## config.mk

```make
export PLATFORM = sky130hd
export DESIGN_NAME = if1_stage
export DESIGN_NICKNAME = d
export VERILOG_FILES = /design/src/rtl/if1_stage.sv
export SDC_FILE = /design/constraint.sdc
export NUM_CORES = 1
export LEC_CHECK = 0
export ABC_AREA = 1
export ABC_CLOCK_PERIOD_IN_PS = 8900
export BUFFER_PORTS_ARGS = -buffer_cell sky130_fd_sc_hd__buf_2
export CAP_MARGIN = 20
export CORE_ASPECT_RATIO = 1.75
export CORE_UTILIZATION = 54
export CTS_BUF_LIST = sky130_fd_sc_hd__clkbuf_2 sky130_fd_sc_hd__clkbuf_4 sky130_fd_sc_hd__clkbuf_8
export DETAILED_ROUTE_END_ITERATION = 6
export PLACE_DENSITY = 0.76
export SETUP_SLACK_MARGIN = 0.1
export SLEW_MARGIN = 25
export SYNTH_ARGS = -nofsm -noshare
export SYNTH_HDL_FRONTEND = slang
export SYNTH_SLANG_ARGS = --single-unit
```

## constraint.sdc

```tcl
create_clock -name clk -period 8.9 [get_ports clk]
set_input_delay 1.335 -clock clk [delete_from_list [all_inputs] [get_ports clk]]
set_output_delay 1.335 -clock clk [all_outputs]
set_load 0.02 [all_outputs]
```

## src/rtl/if1_stage.sv

```systemverilog
// IF1 fetch stage: tracks one outstanding I-cache request and queues
// returned instruction groups in a small FIFO toward decode.
module if1_stage #(
    parameter int IF0_TO_IF1_BUS_WD = 40,
    parameter int IF1_TO_ID_BUS_WD  = 168,
    parameter int FIFO_DEPTH        = 4
) (
    input  logic                         clk,
    input  logic                         rst,
    input  logic                         flush_IF,
    input  logic                         if0_if1_valid,
    input  logic [IF0_TO_IF1_BUS_WD-1:0] if0_if1_bus,
    output logic                         IF1_ready,
    input  logic                         data_ok,
    input  logic [127:0]                 rdata,
    output logic                         if1_id_valid,
    output logic [IF1_TO_ID_BUS_WD-1:0]  if1_id_bus,
    input  logic                         id_ready
);

    localparam int PW = $clog2(FIFO_DEPTH);
    localparam int CW = PW + 1;

    logic                         req_v;
    logic                         cancel;
    logic [IF0_TO_IF1_BUS_WD-1:0] req_info;
    logic [PW-1:0]                rptr;
    logic [PW-1:0]                wptr;
    logic [CW-1:0]                count;
    logic [IF1_TO_ID_BUS_WD-1:0]  mem [FIFO_DEPTH];

    logic [CW:0] occ;
    logic        pc_any;
    logic        accept;
    logic        push;
    logic        pop;

    // Reserve a FIFO slot for the in-flight request so a push never overflows.
    assign occ       = {1'b0, count} + {{CW{1'b0}}, req_v};
    assign IF1_ready = !cancel && (occ < (CW+1)'(FIFO_DEPTH));

    assign pc_any = |if0_if1_bus[IF0_TO_IF1_BUS_WD-1 -: 4];
    assign accept = if0_if1_valid && IF1_ready && !flush_IF && pc_any;
    assign push   = data_ok && req_v && !cancel && !flush_IF;
    assign pop    = if1_id_valid && id_ready && !flush_IF;

    assign if1_id_valid = (count != '0);
    assign if1_id_bus   = mem[rptr];

    always_ff @(posedge clk or negedge rst) begin
        if (!rst) begin
            req_v  <= 1'b0;
            cancel <= 1'b0;
            rptr   <= '0;
            wptr   <= '0;
            count  <= '0;
        end else if (flush_IF) begin
            req_v  <= 1'b0;
            rptr   <= '0;
            wptr   <= '0;
            count  <= '0;
            // A stale response still owed by the cache must be swallowed.
            cancel <= (cancel || req_v) && !data_ok;
        end else begin
            if (accept)
                req_v <= 1'b1;
            else if (push)
                req_v <= 1'b0;
            if (cancel && data_ok)
                cancel <= 1'b0;
            if (push)
                wptr <= wptr + 1'b1;
            if (pop)
                rptr <= rptr + 1'b1;
            if (push && !pop)
                count <= count + 1'b1;
            else if (pop && !push)
                count <= count - 1'b1;
        end
    end

    always_ff @(posedge clk) begin
        if (accept)
            req_info <= if0_if1_bus;
        if (push)
            mem[wptr] <= IF1_TO_ID_BUS_WD'({req_info, rdata});
    end

endmodule

```

; ---- Word-level counts from Yosys, hierarchy flattened
; Memory sizes are Yosys's and may differ from the RTL's.
; Cells that the tools add are included.
[op_classes]
addsub = 5
order_cmp = 1
muxes = 14
reduce_logical = 26
[ops]
columns = operator, count
row1 = $logic_and A1 B1 Y1, 13
row2 = $mux W3, 3
row3 = $reduce_bool A3 Y1, 3
row4 = $mux W2, 4
row5 = $mux W1, 7
row6 = $reduce_bool A2 Y1, 3
row7 = $logic_not A1 Y1, 5
row8 = $add A2 B1 Y2 const B, 2
row9 = $add A3 B1 Y4, 1
row10 = $lt A4 B3 Y1 const B, 1
row11 = $reduce_or A4 Y1, 1
row12 = $add A3 B1 Y3 const B, 1
row13 = $sub A3 B1 Y3 const B, 1
row14 = $logic_or A1 B1 Y1, 1
[word_totals]
register_bits = 49
ramBits = 672
inputBits = 174
out_inout_bits = 170
wordCells = 53
n_memories = 1
[memory_table]
columns = name, depth, word_bits, rd, rd_ports_with_merged_regs, wr, line_no
row1 = mem, 4, 168, 1, 0, 1, 30  ; logic [IF1_TO_ID_BUS_WD-1:0] mem [FIFO_DEPTH];

; ---- Depth between registers and ports, before layout
; Gate-level depths: netlist (run 1).
[depth]
ltp_word = 8
mapped_depth = 12
depth_no_buf = 12

; ---- Worst setup path before layout (run 1)
; No wires, ideal clock.
[synth_path]
kind = input to register
start = in data_ok
end = mem mem[0][0] (enable)
setup_ns = 0.698
t_arrival_ns = 8.683
t_required_ns = 8.202
setup_slack_ns = -0.481
path_stages = 4
path_buffers = 0
cell_sequence = nand3_2 nor2_2 inv_1 nor2_1
[synth_via]
elab_chain_len = 5
[synth_lines]
columns = element, line_no
row1 = start: declaration, 14  ; input logic data_ok,
row2 = $logic_and A1 B1 Y1 (3 in series), 44  ; assign push = data_ok && req_v && !cancel && !flush_IF;
row3 = $mux W1, 85  ; if (push)
row4 = $mux W1 (not written as such), 86  ; mem[wptr] <= IF1_TO_ID_BUS_WD'({req_info, rdata});
row5 = end: declaration, 30
; No other way between the ends.

; ---- Final worst setup path (run 1)
[layout_path]
start = reg rptr[1]
end = out if1_id_bus[39]
[layout_via]
elab_chain_len = 1
[layout_lines]
columns = element, line_no
row1 = start: declaration, 27  ; logic [PW-1:0] rptr;
row2 = start signal: assignment, 74  ; rptr <= rptr + 1'b1;
row3 = $mem_v2 Z4 W168, n/a
row4 = end: declaration, 17  ; output logic [IF1_TO_ID_BUS_WD-1:0] if1_id_bus,
; No other way between the ends.

==> results of run 1 <==
==> flip-flops by register name (all words and copies together), names as in the netlist <==
name	flops
mem	672
req_info	40
count	3
rptr	2
wptr	2
cancel	1
req_v	1
==> cell families (layout without fill, tap and decap cells) <==
family,Yosys count,count (layout),synth area share
adders and majority gates,5,5,0.002644
and+or+nand+nor,376,376,0.05440
AOI/OAI and AO/OA,511,511,0.1044
DFF,721,721,0.8154
buffers and inverters,129,551,0.02281
other,0,20,0
xor gates and xnor gates,1,1,0.0003306
==> path summary, 6_finish.rpt <==
check | slack (ns) | to | cells after the start
max | 4.01 | if1_id_bus[39] | 5
min | 0.50 | mem[1][134] | 0
max reg2reg | 5.91 | mem[3][113] | 6
min reg2reg | 0.50 | mem[1][134] | 0
max in group asynchronous | 8.14 | rptr[0] | 1
min in group asynchronous | 0.54 | cancel | 1
==> per-layer routing <==
layer	track usage	vias up	part of all wire
met3	0.05221	153	0.069
met4	0.1477	10	0.045
met5	0	-	0.0011
met1	0.2573	7991	0.36
li1	-	7336	-
met2	0.4163	638	0.53
==> Yosys cell counts <==
| cell | count |
|---|---|
| nand4_1 | 2 |
| nand3_1 | 7 |
| o21ai_1 | 151 |
| clkbuf_2 | 1 |
| nor2_1 | 346 |
| or2_2 | 1 |
| edfxtp_1 | 712 |
| buf_6 | 3 |
| clkinv_2 | 1 |
| nand2_2 | 1 |
| o21ai_0 | 189 |
| inv_4 | 1 |
| buf_2 | 47 |
| dfrtp_1 | 9 |
| xnor2_1 | 1 |
| nor3_1 | 2 |
| buf_4 | 9 |
| ha_1 | 4 |
| nor2_2 | 1 |
| clkbuf_1 | 51 |
| nand3_2 | 1 |
| nand2_1 | 15 |
| fa_1 | 1 |
| a21oi_1 | 3 |
| inv_1 | 16 |
| o22ai_1 | 168 |
==> metrics by stage <==
step | setup TNS [ns] | power, mW | instances | util
floorplan | -323.15 | 5.259 | 1743 | -
global placement | 0 | 5.866 | 2646 | 0.5908
detailed placement | 0 | 5.933 | 2647 | 0.5915
CTS | 0 | 8.383 | 2819 | 0.6313
global route | 0 | 8.657 | 2836 | 0.6322
finish | 0 | 8.325 | 2839 | 0.6324
==> layout make-up <==
| cell class | count | area (µm²) | area share |
|---|---|---|---|
| Tap cell | 654 | 818.3 | 0.02663 |
| Timing Repair Buffer | 361 | 1917 | 0.06237 |
| Sequential cell | 721 | 21610 | 0.7033 |
| Inverter | 18 | 85.08 | 0.002769 |
| Clock inverter | 45 | 357.8 | 0.01164 |
| Multi-Input combinational cell | 893 | 4318 | 0.1405 |
| Antenna cell | 20 | 50.05 | 0.001629 |
| Clock buffer | 127 | 1573 | 0.05118 |
==> power breakdown <==
part | internal, mW | switching (mW) | total, mW | leakage [nW]
clock | 1.30 | 1.17 | 2.47 | 1.01
combinational | 0.540 | 1.40 | 1.93 | 3.00
sequential | 3.84 | 0.0748 | 3.92 | 6.54
total | 5.69 | 2.64 | 8.32 | 10.6
==> out/qor.yml, run 1 <==
grt:
  grtUsageTotal: 0.2362
  grt_pass1_wl_mm: 88.88
  gr-total-overflow: 0
  grt_max_degree: 162
  grt_antenna_before_repair: 22
  grt_pass1_vias: 16720
yosys:
  avgSynthCellArea_um2: 15.20
  synth_top_area_cell: "edfxtp_1"
  synth.yosys.seq_area_share: 0.8154
  ys_warn_count: 0
  synthTopCellsByArea: "edfxtp_1, nor2_1, o22ai_1, o21ai_0, o21ai_1"
  syn_nets: 1922
  synthCells: 1743
  ys_ff_latch: 721
  synth.top_cell.area_share: 0.8069
  synth_area_um2: 26500
  synthDistinctLibCells: 26
finish:
  drive_gt1_frac: 0.2420
  layout_common_cells: "edfxtp_1, buf_2, nor2_1"
  layout_commonest_cell: "edfxtp_1"
  nets: 2270
  fillCellCount: 3442
  stdcell_area_um2: 30730
  synthToLayoutAreaGrowth_pct: 15.98
power_and_ir_drop:
  leakagePower_nw: 10.55
  vdd_drop_max_v: 0.0002095
  power_per_cell_area_nw_per_um2: 270.9
floorplanning:
  rows: 107
  die_area_um2: 49990
  start_util: 0.5452
  die_w_um: 169.5
  die_y_um: 295.0
  design.core.area_um2: 48600
  ios: 344
setup_path:
  required_ns: 7.57
  crit_path_max_incr_delay_ns: 0.79
  critPathTopFamily: "buffers and inverters"
  crit_chain: "inv_6 > buf_4 > o21ai_1 > o22ai_1 > buf_2"
  critPathBufInv: 3
  worst-path-max-fanout: 100
  endpoint_kind: "primary output"
  crit_type: "flop to primary output"
  slowest_stage: "buf_4"
  worstPathArrival_ns: 3.56
  r2r-start: "cancel"
  startpoint: "rptr[1]"
  startpoint_type: "flop"
drt:
  viasPerCell: 5.681
  drc: 0
  drtAntennaViolNets: 0
  detail_route.wl_per_cell_um: 21.07
  drt-total-wl_mm: 59.82
  drt_first_pass_iters: 5
  vias: 16130
  drtIter0Drc: 1226
timing:
  postLayoutSetupSlackWorst_ns: 4.008
  relSlewSlack: 0.3139
  rsz0062_at_grt: "no"
  fin_crit_sh: 0.5497
  fin_hold_ws_ns: 0.5001
  min_period_ns: 4.892
  setup_viol: 0
  finalClockSkew_ns: 0.02622
  fmax_mhz: 204.4
  finalMaxSlewViolations: 0
  hold_viol_final: 0
  worstMarginPinSlew_ns: 1.029
clocking:
  clockBufferDepth: 3
  cts_resized: 0
  root_buffer: "clkbuf_8"
  cts-buffers-inserted: 96
  post-cts-setup-buffers: 0
  numClockSinks: 721
  path_clk_slew_ns: 0.06
  tritoncts: "built"
  cts_hold_buf: 0
  cts-htree-levels: 3
  insertion_delay_ns: 0.66
place:
  dpl_cell_area_um2: 28750
  preCtsSetupSlack_ns: 4.583
  dp_hpwl_mm: 33.63
  place.gp.congestion: 0.7645
  port_buffers: 343
job:
  maxCapViolations: 0
worst_hold_path:
  hp-start: "req_info[6]"
  holdCritPathClass: "flop to flop"
outcome:
  outcome: "complete, no violations"
Note: power is estimated with default switching activity, not from simulation.
==> run 2, diff against run 1 <==
- ABC_CLOCK_PERIOD_IN_PS: 8900 -> 4800
- CORE_UTILIZATION: 54 -> 60
- PLACE_DENSITY: 0.76 -> 0.8
- clock period: 8.9 -> 4.8 ns (I/O delays scaled with it)
==> out/qor.yml, run 2 (same netlist as run 1, synthesis figures left out) <==
setup_path:
  endpoint_kind: "primary output"
  startpoint: "rptr[0]"
  crit_type: "flop to primary output"
  startpoint_type: "flop"
  critPathBufInv: 3  # unchanged
  worst-path-max-fanout: 214  # +110%
  r2r-start: "cancel"
  worstPathArrival_ns: 3.36  # -0.20 ns
  crit_chain: "buf_12 > buf_4 > o21ai_0 > o22ai_1 > buf_2"
  crit_path_max_incr_delay_ns: 0.69  # -0.10 ns
  critPathTopFamily: "buffers and inverters"
  required_ns: 4.08  # -3.49 ns
  slowest_stage: "buf_4"
grt:
  grtUsageTotal: 0.2557  # +0.01947
  gr-total-overflow: 0  # unchanged
  grt_max_degree: 215  # +33%
  grt_antenna_before_repair: 24  # +9.1%
  grt_pass1_wl_mm: 87.73  # -1.3%
  grt_pass1_vias: 16440  # -1.6%
place:
  port_buffers: 343  # unchanged
  dpl_cell_area_um2: 28700  # -0.15%
  dp_hpwl_mm: 32.95  # -2.0%
  dpl.cell_count: 2563  # -3.2%
  place.gp.congestion: 0.8139  # +6.5%
timing:
  fin_crit_sh: 0.8494
  rsz0062_at_grt: "no"
  fin_hold_ws_ns: 0.2680  # -0.2321 ns
  relSlewSlack: 0.3628  # +0.04890
  finalClockSkew_ns: 0.02306  # -0.003153 ns
  fmax_mhz: 245.3
  hold_viol_final: 0  # unchanged
  worstMarginPinSlew_ns: 0.9558  # -0.07336 ns
  finalMaxSlewViolations: 0  # unchanged
  setup_viol: 0  # unchanged
  min_period_ns: 4.077
finish:
  nets: 2273  # +0.13%
  largest_register_ffs: 672  # unchanged
  largest_registers: "mem x672, req_info x40, count x3"
  stdcell_area_um2: 30650  # -0.26%
  top_register: "mem"
  layout_common_cells: "edfxtp_1, buf_2, nor2_1"
  seqCellArea_um2: 21610  # unchanged
  final_util: 0.7051  # +0.07270
  layout_commonest_cell: "edfxtp_1"
  drive_gt1_frac: 0.2432  # +0.001161
  fillCellCount: 2745  # -20%
  synthToLayoutAreaGrowth_pct: 15.67
  multi_input_area_um2: 4318  # unchanged
  layout.cells.non_filler: 2753  # -3.0%
power_and_ir_drop:
  leakagePower_nw: 10.55  # about the same
  finalPower_mw: 15.32  # +84%
  vdd_drop_max_v: 0.0004684  # +120%
  power_per_cell_area_nw_per_um2: 499.7  # +84%
clocking:
  insertion_delay_ns: 0.62  # -0.04 ns
  cts-htree-levels: 3  # unchanged
  tritoncts: "built"
  path_clk_slew_ns: 0.06  # about the same
  cts_resized: 0  # unchanged
  post-cts-setup-buffers: 0  # unchanged
  root_buffer: "clkbuf_8"
  cts-buffers-inserted: 93  # -3.1%
  numClockSinks: 721  # unchanged
  clockBufferDepth: 3  # unchanged
floorplanning:
  die_area_um2: 45040  # -9.9%
  die_w_um: 160.9  # -5.1%
  die_y_um: 280  # -5.1%
  rows: 101  # -5.6%
  start_util: 0.6095  # +0.06430
  design.core.area_um2: 43470  # -11%
  ios: 344  # unchanged
job:
  maxCapViolations: 0  # unchanged
worst_hold_path:
  hp-start: "if0_if1_bus[11]"
  holdCritPathClass: "input port to flop"
drt:
  detail_route.wl_per_cell_um: 21.49  # +2.0%
  drtAntennaViolNets: 0  # unchanged
  drt-total-wl_mm: 59.17  # -1.1%
  vias: 16290  # +1.0%
  drtIter0Drc: 1493  # +22%
  drc: 0  # unchanged
  viasPerCell: 5.917  # +4.2%
  drt_first_pass_iters: 5  # unchanged
outcome:
  outcome: "complete, no violations"
-- run 2: what timing repair did --
| action | in CTS | in global routing |
|---|---|---|
| hold buffers | 1 | 0 |
| endpoints found under the hold margin | 9 | 0 |
| setup endpoints to repair | 0 | 0 |
-- run 2: layout make-up --
type                       instances  share of cell area
sequential                       721              0.7051
antenna                           20            0.001633
inverter                          18            0.002694
clock buffer                     127             0.05070
tap                              566             0.02310
clock inverter                    41            0.009960
timing repair buffer             367             0.06589
multi-input combinational        893              0.1409
-- run 2: per-layer routing --
| metal | routed length (µm) | vias to the layer above | global-route usage |
|---|---|---|---|
| met4 | 2933 | 10 | 0.1473 |
| met1 | 20890 | 8059 | 0.2996 |
| met5 | 64 | - | 0 |
| li1 | - | 7340 | - |
| met3 | 4386 | 142 | 0.05203 |
| met2 | 30900 | 738 | 0.4378 |
-- run 2: power breakdown --
part           internal (mW)  leakage (nW)  switching (mW)
combinational           1.02          3.04            2.66
sequential              7.13          6.54          0.0846
clock                   2.32         0.974            2.10
total                   10.5          10.6            4.84
-- run 2: stage by stage --
stage	setup TNS [ns]	setup WS, ns
floorplan	-773.97	-1.152
global placement	0	1.615
detailed placement	0	1.449
CTS	0	0.7386
global route	0	0.5300
finish	0	0.7228
-- run 2: worst paths after layout --
kind / end / slack [ns] / depth (start not counted)
min reg2reg: mem[1][135] / 0.50 / 0
min: req_info[11] / 0.27 / 1
max: if1_id_bus[158] / 0.72 / 5
max reg2reg: mem[1][112] / 2.29 / 7
min in group asynchronous: wptr[1] / 0.47 / 2
max in group asynchronous: rptr[1] / 4.12 / 2
-- run 2: worst register-to-register path, stage by stage, from the launching register on --
cell	delay [ns]
dfrtp_1	0.37
inv_1	0.10
nand3_2	0.12
nor2_2	0.21
inv_1	0.22
nor2_4	0.16
buf_12	0.40
buf_16	0.50
==> run 3, diff against run 2 <==
- ABC_CLOCK_PERIOD_IN_PS: 4800 -> 3500
- CORE_UTILIZATION: 60 -> 54
- PLACE_DENSITY: 0.8 -> 0.76
- clock period: 4.8 -> 3.5 ns (I/O delays scaled with it)
==> out/qor.yml, run 3 (same netlist as run 1, synthesis figures left out) <==
outcome:
  outcome: "complete, no violations"
finish:
  final_util: 0.6394  # -0.06567
  synthToLayoutAreaGrowth_pct: 17.27
  drive_gt1_frac: 0.2423  # -0.0008522
  nets: 2292  # +0.84%
  top_register: "mem"
  layout.cells.non_filler: 2854  # +3.7%
  stdcell_area_um2: 31070  # +1.4%
  layout_commonest_cell: "edfxtp_1"
  fillCellCount: 3454  # +26%
  largest_register_ffs: 672  # unchanged
  layout_common_cells: "edfxtp_1, buf_2, nor2_1"
  largest_registers: "mem x672, req_info x40, count x3"
drt:
  vias: 16100  # -1.1%
  drtIter0Drc: 1360  # -8.9%
  drtAntennaViolNets: 0  # unchanged
  drt-total-wl_mm: 57.93  # -2.1%
  detail_route.wl_per_cell_um: 20.30  # -5.6%
  drc: 0  # unchanged
  drt_first_pass_iters: 7  # +2
  viasPerCell: 5.642  # -4.6%
setup_path:
  crit_type: "flop to primary output"
  required_ns: 2.97  # -1.11 ns
  endpoint_kind: "primary output"
  worstPathArrival_ns: 2.65  # -0.71 ns
  critPathBufInv: 2  # -1
  critPathTopFamily: "buffers and inverters"
  crit_path_max_incr_delay_ns: 0.55  # -0.14 ns
  worst-path-max-fanout: 192  # -10%
  crit_chain: "buf_12 > o21ai_0 > o22ai_1 > buf_2"
  startpoint_type: "flop"
  slowest_stage: "buf_12"
timing:
  setup_viol: 0  # unchanged
  finalMaxSlewViolations: 0  # unchanged
  postLayoutSetupSlackWorst_ns: 0.3274  # -0.3955 ns
  hold_viol_final: 0  # unchanged
  finalClockSkew_ns: 0.02680  # +0.003737 ns
  relSlewSlack: 0.4076  # +0.04476
  setup_tns_ns: 0  # unchanged
  rsz0062_at_grt: "no"
  fin_crit_sh: 0.9065
  worstMarginPinSlew_ns: 0.8886  # -0.06714 ns
  min_period_ns: 3.173
  fmax_mhz: 315.2
clocking:
  tritoncts: "built"
  root_buffer: "clkbuf_8"
  insertion_delay_ns: 0.66  # +0.04 ns
  cts-buffers-inserted: 96  # +3.2%
  path_clk_slew_ns: 0.07  # about the same
  cts-htree-levels: 3  # unchanged
  cts_resized: 0  # unchanged
  clockBufferDepth: 3  # unchanged
  numClockSinks: 721  # unchanged
floorplanning:
  die_w_um: 169.5  # +5.3%
  start_util: 0.5452  # -0.06430
  ios: 344  # unchanged
  die_area_um2: 49990  # +11%
  design.core.area_um2: 48600  # +12%
  rows: 107  # +5.9%
  die_y_um: 295.0  # +5.4%
grt:
  gr-total-overflow: 0  # unchanged
  grt_pass1_wl_mm: 86.05  # -1.9%
  grt_antenna_before_repair: 17  # -29%
  grtUsageTotal: 0.2270  # -0.02869
  grt_max_degree: 193  # -10%
  grt_pass1_vias: 16300  # -0.89%
power_and_ir_drop:
  power_per_cell_area_nw_per_um2: 681.3  # +36%
  vdd_drop_max_v: 0.0005407  # +15%
  leakagePower_nw: 10.69  # +1.3%
worst_hold_path:
  holdCritPathClass: "input port to flop"
place:
  place.gp.congestion: 0.7577  # -6.9%
  port_buffers: 343  # unchanged
  dpl_cell_area_um2: 28950  # +0.85%
  dpl.cell_count: 2652  # +3.5%
  preCtsSetupSlack_ns: 1.088  # -0.3619 ns
  dp_hpwl_mm: 32.17  # -2.4%
job:
  maxCapViolations: 0  # unchanged
==> run 3: changes by cell type in the layout (fill, tap and decap cells not counted), moves of 3 or more <==
cell	change
clkbuf_4	-4
clkbuf_8	+3
buf_12	+9
diode_2	-7
inv_8	+3
buf_4	-8
clkinvlp_4	-3
dlygate4sd3_1	+16
==> run 3: final timing paths <==
| check | from | end | slack [ns] | depth (start not counted) |
|---|---|---|---|---|
| worst max-delay path | rptr[0] | if1_id_bus[92] | 0.33 | 4 |
| worst min-delay path | if0_if1_bus[8] | req_info[8] | 0.06 | 1 |
| worst max register to register | cancel | mem[0][84] | 1.29 | 6 |
| worst min register to register | req_info[27] | mem[0][155] | 0.49 | 0 |
| max in group asynchronous | rst | rptr[1] | 3.01 | 2 |
| min in group asynchronous | rst | req_v | 0.28 | 2 |
==> run 3: worst reg2reg max path: cells and delay by family, from the launching register on <==
| kind | cells | cell delay [ns] |
|---|---|---|
| buffers and inverters | 3 | 0.68 |
| DFF | 1 | 0.37 |
| and+or+nand+nor | 3 | 0.52 |
==> run 3: report_power, final <==
part / total [mW] / switching, mW / internal [mW]
Clock: 6.23 / 2.93 / 3.31
Combinational: 5.05 / 3.61 / 1.44
Sequential: 9.89 / 0.114 / 9.78
Total: 21.2 / 6.65 / 14.5
==> run 3: layout make-up <==
cell class              count  area, µm²  share of cell area
flip-flops and latches    721      21610              0.6955
multi-input cells         893       4330              0.1394
repair buffers            383       2272             0.07312
clock buffers             126       1565             0.05037
well taps                 654      818.3             0.02633
clock inverters            46      356.6             0.01148
inverters                  18      85.08            0.002738
diodes                     13      32.53            0.001047
==> run 3: routing by layer <==
metal,wire (µm),GRT usage
met5,85,0
met2,30160,0.3962
met4,2168,0.1241
met1,21500,0.2560
met3,4017,0.05395
==> run 3: per-stage QoR <==
step | hold WS [ns] | total power, mW
global route | 0.01142 | 22.04
detailed placement | 0.3947 | 15.11
global placement | 0.3943 | 14.95
CTS | 0.004010 | 21.31
finish | 0.06200 | 21.17
floorplan | 0.2294 | 13.35
==> run 3: timing repair <==
item | 4_1_cts | 5_1_grt
endpoints found under the hold margin | 25 | 0
endpoints found under the setup margin | 0 | 0
hold buffers | 17 | 0
buffers inserted | 0 | 0
